[src/rtl/trace_pkg.sv]
// rtl/trace_pkg.sv - shared types and constants for the commit trace capture path
//
// Purpose: event record carried from the ordering/compaction stage into the
//          trace FIFO, plus the per-cycle event limit.
// Optional feature macro: COMMIT_TRACE_CYCLE_STAMP_EN adds the cycle field.
package trace_pkg;

  // Store + two writebacks per retire cycle.
  localparam int TRACE_MAX_PER_CYCLE = 3;

  // The record carries a full-width address; the FIFO keeps only ADDR_W bits.
  localparam int TRACE_ADDR_MAX_W = 32;

  typedef struct packed {
    logic                        is_mem;
    logic [TRACE_ADDR_MAX_W-1:0] addr;
    logic [31:0]                 data;
`ifdef COMMIT_TRACE_CYCLE_STAMP_EN
    logic [31:0]                 cycle;
`endif
  } trace_event_t;

endpackage

[src/rtl/trace_event_pack.sv]
// rtl/trace_event_pack.sv - canonical ordering and compaction of one cycle's commit events
//
// Purpose: builds the three candidates (store, wb0, wb1) in checker order,
//          drops absent ones and packs the survivors into slots 0..n-1.
// Ports:
//   wb0_rd/wb0_wdata, wb1_rd/wb1_wdata : register writebacks (rd==0 -> absent)
//   st_we/st_addr/st_data/st_path0     : committed store and its issue path
//   stamp                              : capture-cycle stamp (COMMIT_TRACE_CYCLE_STAMP_EN only)
//   ev                                 : compacted events, slot 0 first
//   n                                  : number of valid slots (0..3)
// Optional feature macro: COMMIT_TRACE_CYCLE_STAMP_EN.
module trace_event_pack
  import trace_pkg::*;
#(
  parameter int ADDR_W = 16
) (
  input  logic [4:0]                                 wb0_rd,
  input  logic [31:0]                                wb0_wdata,
  input  logic [4:0]                                 wb1_rd,
  input  logic [31:0]                                wb1_wdata,
  input  logic                                       st_we,
  input  logic [ADDR_W-1:0]                          st_addr,
  input  logic [31:0]                                st_data,
  input  logic                                       st_path0,
`ifdef COMMIT_TRACE_CYCLE_STAMP_EN
  input  logic [31:0]                                stamp,
`endif
  output trace_event_t [TRACE_MAX_PER_CYCLE-1:0]     ev,
  output logic [1:0]                                 n
);

  trace_event_t                           ev_st, ev_w0, ev_w1;
  trace_event_t [TRACE_MAX_PER_CYCLE-1:0] cand;
  logic [TRACE_MAX_PER_CYCLE-1:0]         pres;

  always_comb begin
    ev_st        = '0;
    ev_st.is_mem = 1'b1;
    // Stores are word-granular in the checker: low address bits forced to zero.
    ev_st.addr   = TRACE_ADDR_MAX_W'(st_addr & ~ADDR_W'(3));
    ev_st.data   = st_data;

    ev_w0        = '0;
    ev_w0.addr   = TRACE_ADDR_MAX_W'(wb0_rd);
    ev_w0.data   = wb0_wdata;

    ev_w1        = '0;
    ev_w1.addr   = TRACE_ADDR_MAX_W'(wb1_rd);
    ev_w1.data   = wb1_wdata;

`ifdef COMMIT_TRACE_CYCLE_STAMP_EN
    ev_st.cycle  = stamp;
    ev_w0.cycle  = stamp;
    ev_w1.cycle  = stamp;
`endif
  end

  // A path-0 store retires ahead of wb0; a path-1 store sits between wb0 and wb1.
  always_comb begin
    if (st_path0) begin
      cand[0] = ev_st;
      cand[1] = ev_w0;
      pres[0] = st_we;
      pres[1] = (wb0_rd != 5'd0);
    end else begin
      cand[0] = ev_w0;
      cand[1] = ev_st;
      pres[0] = (wb0_rd != 5'd0);
      pres[1] = st_we;
    end
    cand[2] = ev_w1;
    pres[2] = (wb1_rd != 5'd0);
  end

  always_comb begin
    int slot;
    ev   = '0;
    slot = 0;
    for (int i = 0; i < TRACE_MAX_PER_CYCLE; i++) begin
      if (pres[i]) begin
        ev[slot] = cand[i];
        slot     = slot + 1;
      end
    end
    n = 2'(slot);
  end

endmodule

[src/rtl/commit_trace_fifo.sv]
// rtl/commit_trace_fifo.sv - commit event capture FIFO feeding the golden-answer checker
//
// Purpose: samples up to three commit events per non-stalled cycle, admits
//          them atomically into a FIFO and streams them out one per cycle.
// Ports:
//   clk, rst                 : clock, synchronous active-high reset
//   stall                    : blocks capture for this cycle (pop unaffected)
//   wb0_*, wb1_*, st_*       : commit observation inputs
//   ev_valid/ev_ready        : output handshake, head of FIFO
//   ev_is_mem/addr/data/cycle: head event fields (ev_cycle is 0 unless stamped)
//   count                    : occupancy
//   overflow                 : sticky, a whole cycle of events was dropped
// Optional feature macro: COMMIT_TRACE_CYCLE_STAMP_EN (per-event cycle stamp).
module commit_trace_fifo
  import trace_pkg::*;
#(
  parameter int DEPTH  = 16,  // power of two, >= 4
  parameter int ADDR_W = 16   // 3..32
) (
  input  logic                      clk,
  input  logic                      rst,
  input  logic                      stall,
  input  logic [4:0]                wb0_rd,
  input  logic [31:0]               wb0_wdata,
  input  logic [4:0]                wb1_rd,
  input  logic [31:0]               wb1_wdata,
  input  logic                      st_we,
  input  logic [ADDR_W-1:0]         st_addr,
  input  logic [31:0]               st_data,
  input  logic                      st_path0,
  output logic                      ev_valid,
  input  logic                      ev_ready,
  output logic                      ev_is_mem,
  output logic [ADDR_W-1:0]         ev_addr,
  output logic [31:0]               ev_data,
  output logic [31:0]               ev_cycle,
  output logic [$clog2(DEPTH):0]    count,
  output logic                      overflow
);

  localparam int PTR_W = $clog2(DEPTH);
  localparam int CNT_W = PTR_W + 1;

  trace_event_t [TRACE_MAX_PER_CYCLE-1:0] ev_pk;
  logic [1:0]                             n_cand;

  logic              mem_is_mem [DEPTH];
  logic [ADDR_W-1:0] mem_addr   [DEPTH];
  logic [31:0]       mem_data   [DEPTH];

  logic [PTR_W-1:0]  wr_ptr, rd_ptr;
  logic [CNT_W-1:0]  count_q;
  logic              overflow_q;

  logic [CNT_W-1:0]  free_slots;
  logic              fits;
  logic [1:0]        admit_n;
  logic              drop;
  logic              pop;
  logic [PTR_W-1:0]  slot_idx [TRACE_MAX_PER_CYCLE];

`ifdef COMMIT_TRACE_CYCLE_STAMP_EN
  logic [31:0]       cycle_q;
  logic [31:0]       mem_cycle [DEPTH];

  always_ff @(posedge clk) begin
    if (rst) cycle_q <= 32'd0;
    else     cycle_q <= cycle_q + 32'd1;
  end
`endif

  trace_event_pack #(.ADDR_W(ADDR_W)) u_pack (
    .wb0_rd    (wb0_rd),
    .wb0_wdata (wb0_wdata),
    .wb1_rd    (wb1_rd),
    .wb1_wdata (wb1_wdata),
    .st_we     (st_we),
    .st_addr   (st_addr),
    .st_data   (st_data),
    .st_path0  (st_path0),
`ifdef COMMIT_TRACE_CYCLE_STAMP_EN
    .stamp     (cycle_q),
`endif
    .ev        (ev_pk),
    .n         (n_cand)
  );

  // Free space uses pre-edge occupancy; a same-cycle pop is deliberately not credited.
  always_comb begin
    free_slots = CNT_W'(DEPTH) - count_q;
    fits       = (CNT_W'(n_cand) <= free_slots);
    admit_n    = (!stall && fits) ? n_cand : 2'd0;
    drop       = !stall && !fits;
    pop        = ev_valid && ev_ready;
  end

  always_comb begin
    for (int i = 0; i < TRACE_MAX_PER_CYCLE; i++) begin
      slot_idx[i] = wr_ptr + PTR_W'(i);
    end
  end

  always_ff @(posedge clk) begin
    if (rst) begin
      wr_ptr     <= '0;
      rd_ptr     <= '0;
      count_q    <= '0;
      overflow_q <= 1'b0;
    end else begin
      wr_ptr  <= wr_ptr + PTR_W'(admit_n);
      rd_ptr  <= rd_ptr + PTR_W'(pop);
      count_q <= count_q + CNT_W'(admit_n) - CNT_W'(pop);
      if (drop) overflow_q <= 1'b1;
    end
  end

  // Storage is intentionally not reset; ev_valid gates its contents.
  always_ff @(posedge clk) begin
    for (int i = 0; i < TRACE_MAX_PER_CYCLE; i++) begin
      if (2'(i) < admit_n) begin
        mem_is_mem[slot_idx[i]] <= ev_pk[i].is_mem;
        mem_addr[slot_idx[i]]   <= ev_pk[i].addr[ADDR_W-1:0];
        mem_data[slot_idx[i]]   <= ev_pk[i].data;
`ifdef COMMIT_TRACE_CYCLE_STAMP_EN
        mem_cycle[slot_idx[i]]  <= ev_pk[i].cycle;
`endif
      end
    end
  end

  // Address bits above ADDR_W are always zero from the packer.
  if (ADDR_W < TRACE_ADDR_MAX_W) begin : g_addr_hi
    logic addr_hi_unused;
    always_comb begin
      addr_hi_unused = 1'b0;
      for (int i = 0; i < TRACE_MAX_PER_CYCLE; i++) begin
        addr_hi_unused = addr_hi_unused ^ (^ev_pk[i].addr[TRACE_ADDR_MAX_W-1:ADDR_W]);
      end
    end
  end

  assign ev_valid  = (count_q != '0);
  assign ev_is_mem = mem_is_mem[rd_ptr];
  assign ev_addr   = mem_addr[rd_ptr];
  assign ev_data   = mem_data[rd_ptr];
`ifdef COMMIT_TRACE_CYCLE_STAMP_EN
  assign ev_cycle  = mem_cycle[rd_ptr];
`else
  assign ev_cycle  = 32'h0;
`endif
  assign count     = count_q;
  assign overflow  = overflow_q;

endmodule
[config.mk]
export PLATFORM = sky130hd
export DESIGN_NAME = commit_trace_fifo
export DESIGN_NICKNAME = d
export VERILOG_FILES = /design/src/rtl/trace_pkg.sv /design/src/rtl/trace_event_pack.sv /design/src/rtl/commit_trace_fifo.sv
export SDC_FILE = /design/constraint.sdc
export NUM_CORES = 2
export LEC_CHECK = 0
export ABC_CLOCK_PERIOD_IN_PS = 31500
export CAP_MARGIN = 30
export CORE_ASPECT_RATIO = 0.8
export CORE_MARGIN = 1
export CORE_UTILIZATION = 66
export CTS_BUF_LIST = sky130_fd_sc_hd__clkbuf_16
export DETAILED_ROUTE_END_ITERATION = 10
export PLACE_DENSITY = 0.89
export SYNTH_ARGS = -nofsm -noshare
export SYNTH_HDL_FRONTEND = slang
export SYNTH_SLANG_ARGS = --single-unit
[constraint.sdc]
create_clock -name clk -period 31.5 [get_ports clk]
set_input_delay 3.15 -clock clk [delete_from_list [all_inputs] [get_ports clk]]
set_output_delay 3.15 -clock clk [all_outputs]
set_load 0.01 [all_outputs]
[Yosys cells after proc, flatten, opt, wreduce, memory -nomap -nowiden]
Memories as Yosys holds them, arrays and structs flattened. A register that Yosys moved wholly into a read port is not among the register bits.
Cells that the tools add are included.
Word-level totals
  register bits: 14
  bits in writable memories: 784
  input port bits: 128
  output and inout bits: 88
  word-level logic and storage cells: 58
  memories: 3
Memory list
  mem_data: words 16, bits a word 32, rd ports 1, clocked after Yosys merged registers in 1, wr ports 3, line commit_trace_fifo.sv:49  | logic [31:0] mem_data [DEPTH];
  mem_addr: words 16, bits a word 16, rd ports 1, clocked after Yosys merged registers in 1, wr ports 3, line commit_trace_fifo.sv:48  | logic [ADDR_W-1:0] mem_addr [DEPTH];
  mem_is_mem: words 16, bits a word 1, rd ports 1, clocked after Yosys merged registers in 1, wr ports 3, line commit_trace_fifo.sv:47  | logic mem_is_mem [DEPTH];
Operators by class
  add/sub/neg operators: 9
  $lt $le $gt $ge: 8
  mux-type cells: 24
  reductions and logical operators: 10
Operators by type and width (number)
  $bwmux W195: 2
  $mux W195: 2
  $demux W65 S2: 2
  $mux W65: 3
  $mux W130: 1
  $reduce_bool A5 Y1: 3
  $mux W4: 3
  $mux W2: 4
  $mux W1: 7
  $add A5 B2 Y5: 1
  $le A2 B5 Y1: 1
  $logic_and A1 B1 Y1: 5
  $sub A5 B1 Y5: 1
  $sub A5 B5 Y5 const A: 1
  $add A4 B1 Y4: 1
  $add A4 B1 Y4 const B: 1
  $add A4 B2 Y4: 1
  $add A4 B2 Y4 const B: 1
  $lt A1 B2 Y1 const A: 2
  $lt A1 B3 Y1 const B: 1
  $lt A2 B3 Y1 const B: 1
  $add A1 B1 Y2 const B: 1
  $add A2 B2 Y2 const B: 1
  $ge A2 B1 Y1 const B: 1
  other kinds (3): 4

[Logic depth before layout (Yosys ltp)]
  depth after elaboration: 13
  depth in mapped cells: 26
  mapped depth without buffers: 23

[Cells and area by module]
From an unflattened synthesis, not the netlist that was laid out.
Second synthesis, totals
  cells, all modules: 5667
  area total of the unflattened synthesis: 51797.2 sq um
By module, submodules not included
  commit_trace_fifo: instances 1, cells an instance 5257, area an instance 49236.0 sq um, seq. area each 23822.8 sq um
  trace_event_pack: instances 1, cells an instance 410, area an instance 2561.2 sq um, seq. area each 0.0 sq um

[Least setup slack after synthesis]
Ideal clock, no wire load.
  path kind: input port to flip-flop
  start: in st_path0
  end: mem mem_addr[0][0] (enable)
  library setup time: 0.625 ns
  data arrival time: 12.630 ns
  data required time: 30.875 ns
  setup slack: 18.244 ns
  stages: 21
  path buffers: 8
  cells stage by stage: clkbuf_1 > a21boi_1 > clkbuf_1 > or2_2 > inv_1 > ha_1 > clkbuf_1 > o21ai_1 > clkbuf_1 > o31a_1 > ha_1 > nor2b_1 > o221ai_1 > o22ai_2 > buf_6 > buf_6 > inv_2 > buf_4 > nor2_1 > clkbuf_1 > o311ai_0
RTL lines
  start: declaration: line commit_trace_fifo.sv:30  | input logic st_path0,
  end: declaration: line commit_trace_fifo.sv:48

==> impl_metrics.yaml <==
sta:
  finalHoldViolations: 0
  report.final.slew_viol_count: 0
  slew_headroom_pct: 21.4
  fin_setup_tns_ns: 0
  post-route-min-period_ns: 9.93
  max_clock_freq_mhz: 101
  period_share_pct: 31.5
  setup_viol: 0
  rsz0062_at_grt: "false"
  worstMarginPinSlew_ns: 1.18
  hold_slack_ns: 0.500
  fin_skew_ns: 0.0310
synth:
  yosysSeqAreaShare_pct: 50.6
  yosys-top-cells-area: "edfxtp_1, mux2i_1, mux4_2, a21oi_1, nor2_1"
  synth.top_cell.area_share_pct: 50.0
  yosys_warnings: 0
  synthCells: 4038
  synth_edf_count: 784
  synth_ff_type: "edfxtp_1"
  ys_ff_latch: 798
  netlist_area_um2: 47100
  syn_avg_cell_area_um2: 11.7
  synth.distinct_cells: 53
  yosys.area.top_type: "edfxtp_1"
  async_flop_share_pct: 0
setup_path:
  cpMostUsedCell: "buf_4"
  crit_required_ns: 31.77
  reg2reg_depth: 13
  slowest_delay_ns: 0.87
  startpoint: "wb0_rd[1]"
  crit_arrival_ns: 10.19
  startpoint_type: "input pin"
  crit_fanout: 37
  rr_endpoint: "mem_data[8][13]"
  crit_chain: "clkdlybuf4s50_1 -> nor3_1 -> a21boi_4 -> or2_2 -> ha_1 -> or3_1 -> nand2_1 -> ha_1 -> nor2b_1 -> o221ai_1 -> o22ai_2 -> buf_4 -> inv_2 -> nor2_1 -> buf_4 -> o311ai_4 -> buf_4"
  crit_type: "input pin to flip-flop"
  cp_top_family: "simple AND/OR/NAND/NOR gates"
  cp.depth: 17
  worstSetupEndpointType: "flip-flop"
  reg2reg_setup_slack_ns: 26.25
  critical_path.slowest_cell: "o311ai_4"
  cp_num_buf_inv: 5
  r2r-start: "count[0]"
floorplanning:
  die_h_um: 241
  dieArea_um2: 72400
  dieWidth_um: 301
  core_um2: 70500
  start_util_pct: 66.8
  ios: 216
  rows: 87
cells_and_area:
  syn_to_final_growth_pct: 11.6
  layout_common_cells: "edfxtp_1, nor2_1, a21oi_1"
  layout_commonest_cell: "edfxtp_1"
  drive_above_1_share_pct: 15.1
  finish.instance_area_um2: 52600
  multi_input_area_um2: 21400
  utilization_pct: 74.5
  final_nets: 4123
  regArea_um2: 23800
  fill_cells: 4025
pwr:
  ir_drop_v: 0.0000667
  power.leakage_nw: 21.3
  power_mw: 3.90
  power.density_nw_per_um2: 74.3
clock_network:
  cts_resized: 0
  cts_root_buffer: "clkbuf_16"
  path_clk_slew_ns: 0.06
  cts_setup_buffers: 0
  cts_buffers: 80
  htree_levels: 3
  clock_sinks: 798
  clk_latency_ns: 0.66
  cts_hold_buf: 0
  cts_buffer_depth: 3
  cts_tree: "built"
drt:
  routed_via_density: 7.49
  ant_nets: 0
  firstDrtPassIters: 11
  wire_per_inst_um: 31.4
  drc: 23
  routed_wl_um: 156000
  dr.first_iter.drc_count: 7212
  vias: 37300
placed_design:
  hpwl_um: 81300
  dpl_cell_area_um2: 49600
  io_buffers: 181
  gp_congestion: 0.874
global_route:
  use_met1_pct: 52.7
  grt_first_pass_wirelength_um: 224000
  use_met3_pct: 16.5
  met2_usage_pct: 62.7
  grt-ovfl-total: 0
  grt_antenna_before_repair: 1
  grt_pass1_vias: 36300
  grtUsageTotal_pct: 42.3
  grt_max_degree: 111
  busiest_layer: "met2"
flow_run:
  drv_cap: 0
worst_hold_path:
  worstHoldPathType: "flip-flop to flip-flop"
  whs_path_depth: 2
  holdPathEnd: "overflow"
  hp-start: "overflow"
status:
  violations: "DRC"
  status: "complete, but fails checks"
## flip-flops by register name, summed over array words and instances, names as in the netlist
name	count
mem_data	512
count	5
wr_ptr	4
mem_is_mem	16
mem_addr	256
overflow	1
rd_ptr	4
## cells by family (layout without fill, tap and decap cells)
group / after synthesis / count (layout) / share of synthesized area, %
DFF: 798 / 798 / 50.6
adders and majority gates: 20 / 20 / 0.563
muxes: 840 / 840 / 24.4
xor gates and xnor gates: 13 / 13 / 0.242
AOI/OAI and AO/OA: 801 / 801 / 9.46
and+or+nand+nor: 1022 / 1022 / 9.72
buffers and inverters: 543 / 514 / 5.04
other: 1 / 34 / 0.00796
## worst max path at each step
| stage | end | slack, ns |
|---|---|---|
| after floorplan | mem_addr[0][0] | 18.24 |
| final | mem_data[8][13] | 21.57 |
| after detailed placement | mem_data[8][13] | 21.22 |
| after CTS | mem_data[8][17] | 21.84 |
| after global placement | mem_data[5][9] | 21.19 |
| after global routing | mem_data[8][13] | 21.41 |
## worst reg2reg max path, stage by stage, from the launching register on
cell      delay (ns)
dfxtp_1         0.45
inv_1           0.08
ha_1            0.27
inv_1           0.04
ha_1            0.30
nor2b_1         0.14
o221ai_1        0.48
o22ai_2         0.25
buf_4           0.27
inv_2           0.45
nor2_1          0.15
buf_4           0.24
o311ai_4        0.87
buf_4           0.85
## synth_stat cells, types with 21 or more instances
master	count
and3_1	34
a21oi_2	29
clkbuf_1	292
nand3_1	21
a22oi_1	65
inv_1	22
mux2i_1	592
a21oi_1	605
edfxtp_1	784
buf_2	78
buf_4	37
nor2_1	655
mux4_2	245
and2_1	185
buf_1	100
nand2_1	75
o21ai_1	37
## routing by layer
metal  up-vias  wire length [µm]  share of wire (%)
li1      14700                 -                  -
met1     17500             48100                 31
met2      3940             67600                 43
met3      1089             28500                 18
met4         4             11800                7.6
met5         -               136              0.087
## per-stage QoR
stage / std cells / worst slack [ns]
6_report: 4976 / 21.57
5_1_grt: 4974 / 21.41
4_1_cts: 4954 / 21.84
3_5_place_dp: 4807 / 21.22
3_3_place_gp: 4734 / 21.19
2_1_floorplan: 4069 / 18.24
## cell type report
class	instances	share of cell area, %
antenna	2	0.00952
clock buffer	86	4.09
clock inverter	61	0.817
inverter	23	0.164
multi-input combinational	2728	40.7
sequential	798	45.4
tap	934	2.22
timing repair buffer	344	6.68
## power by group
part           internal [mW]  switching (mW)
clock                  0.540           0.422
sequential              1.43          0.0755
combinational          0.607           0.824
Note: power is estimated with default switching activity, not from simulation.
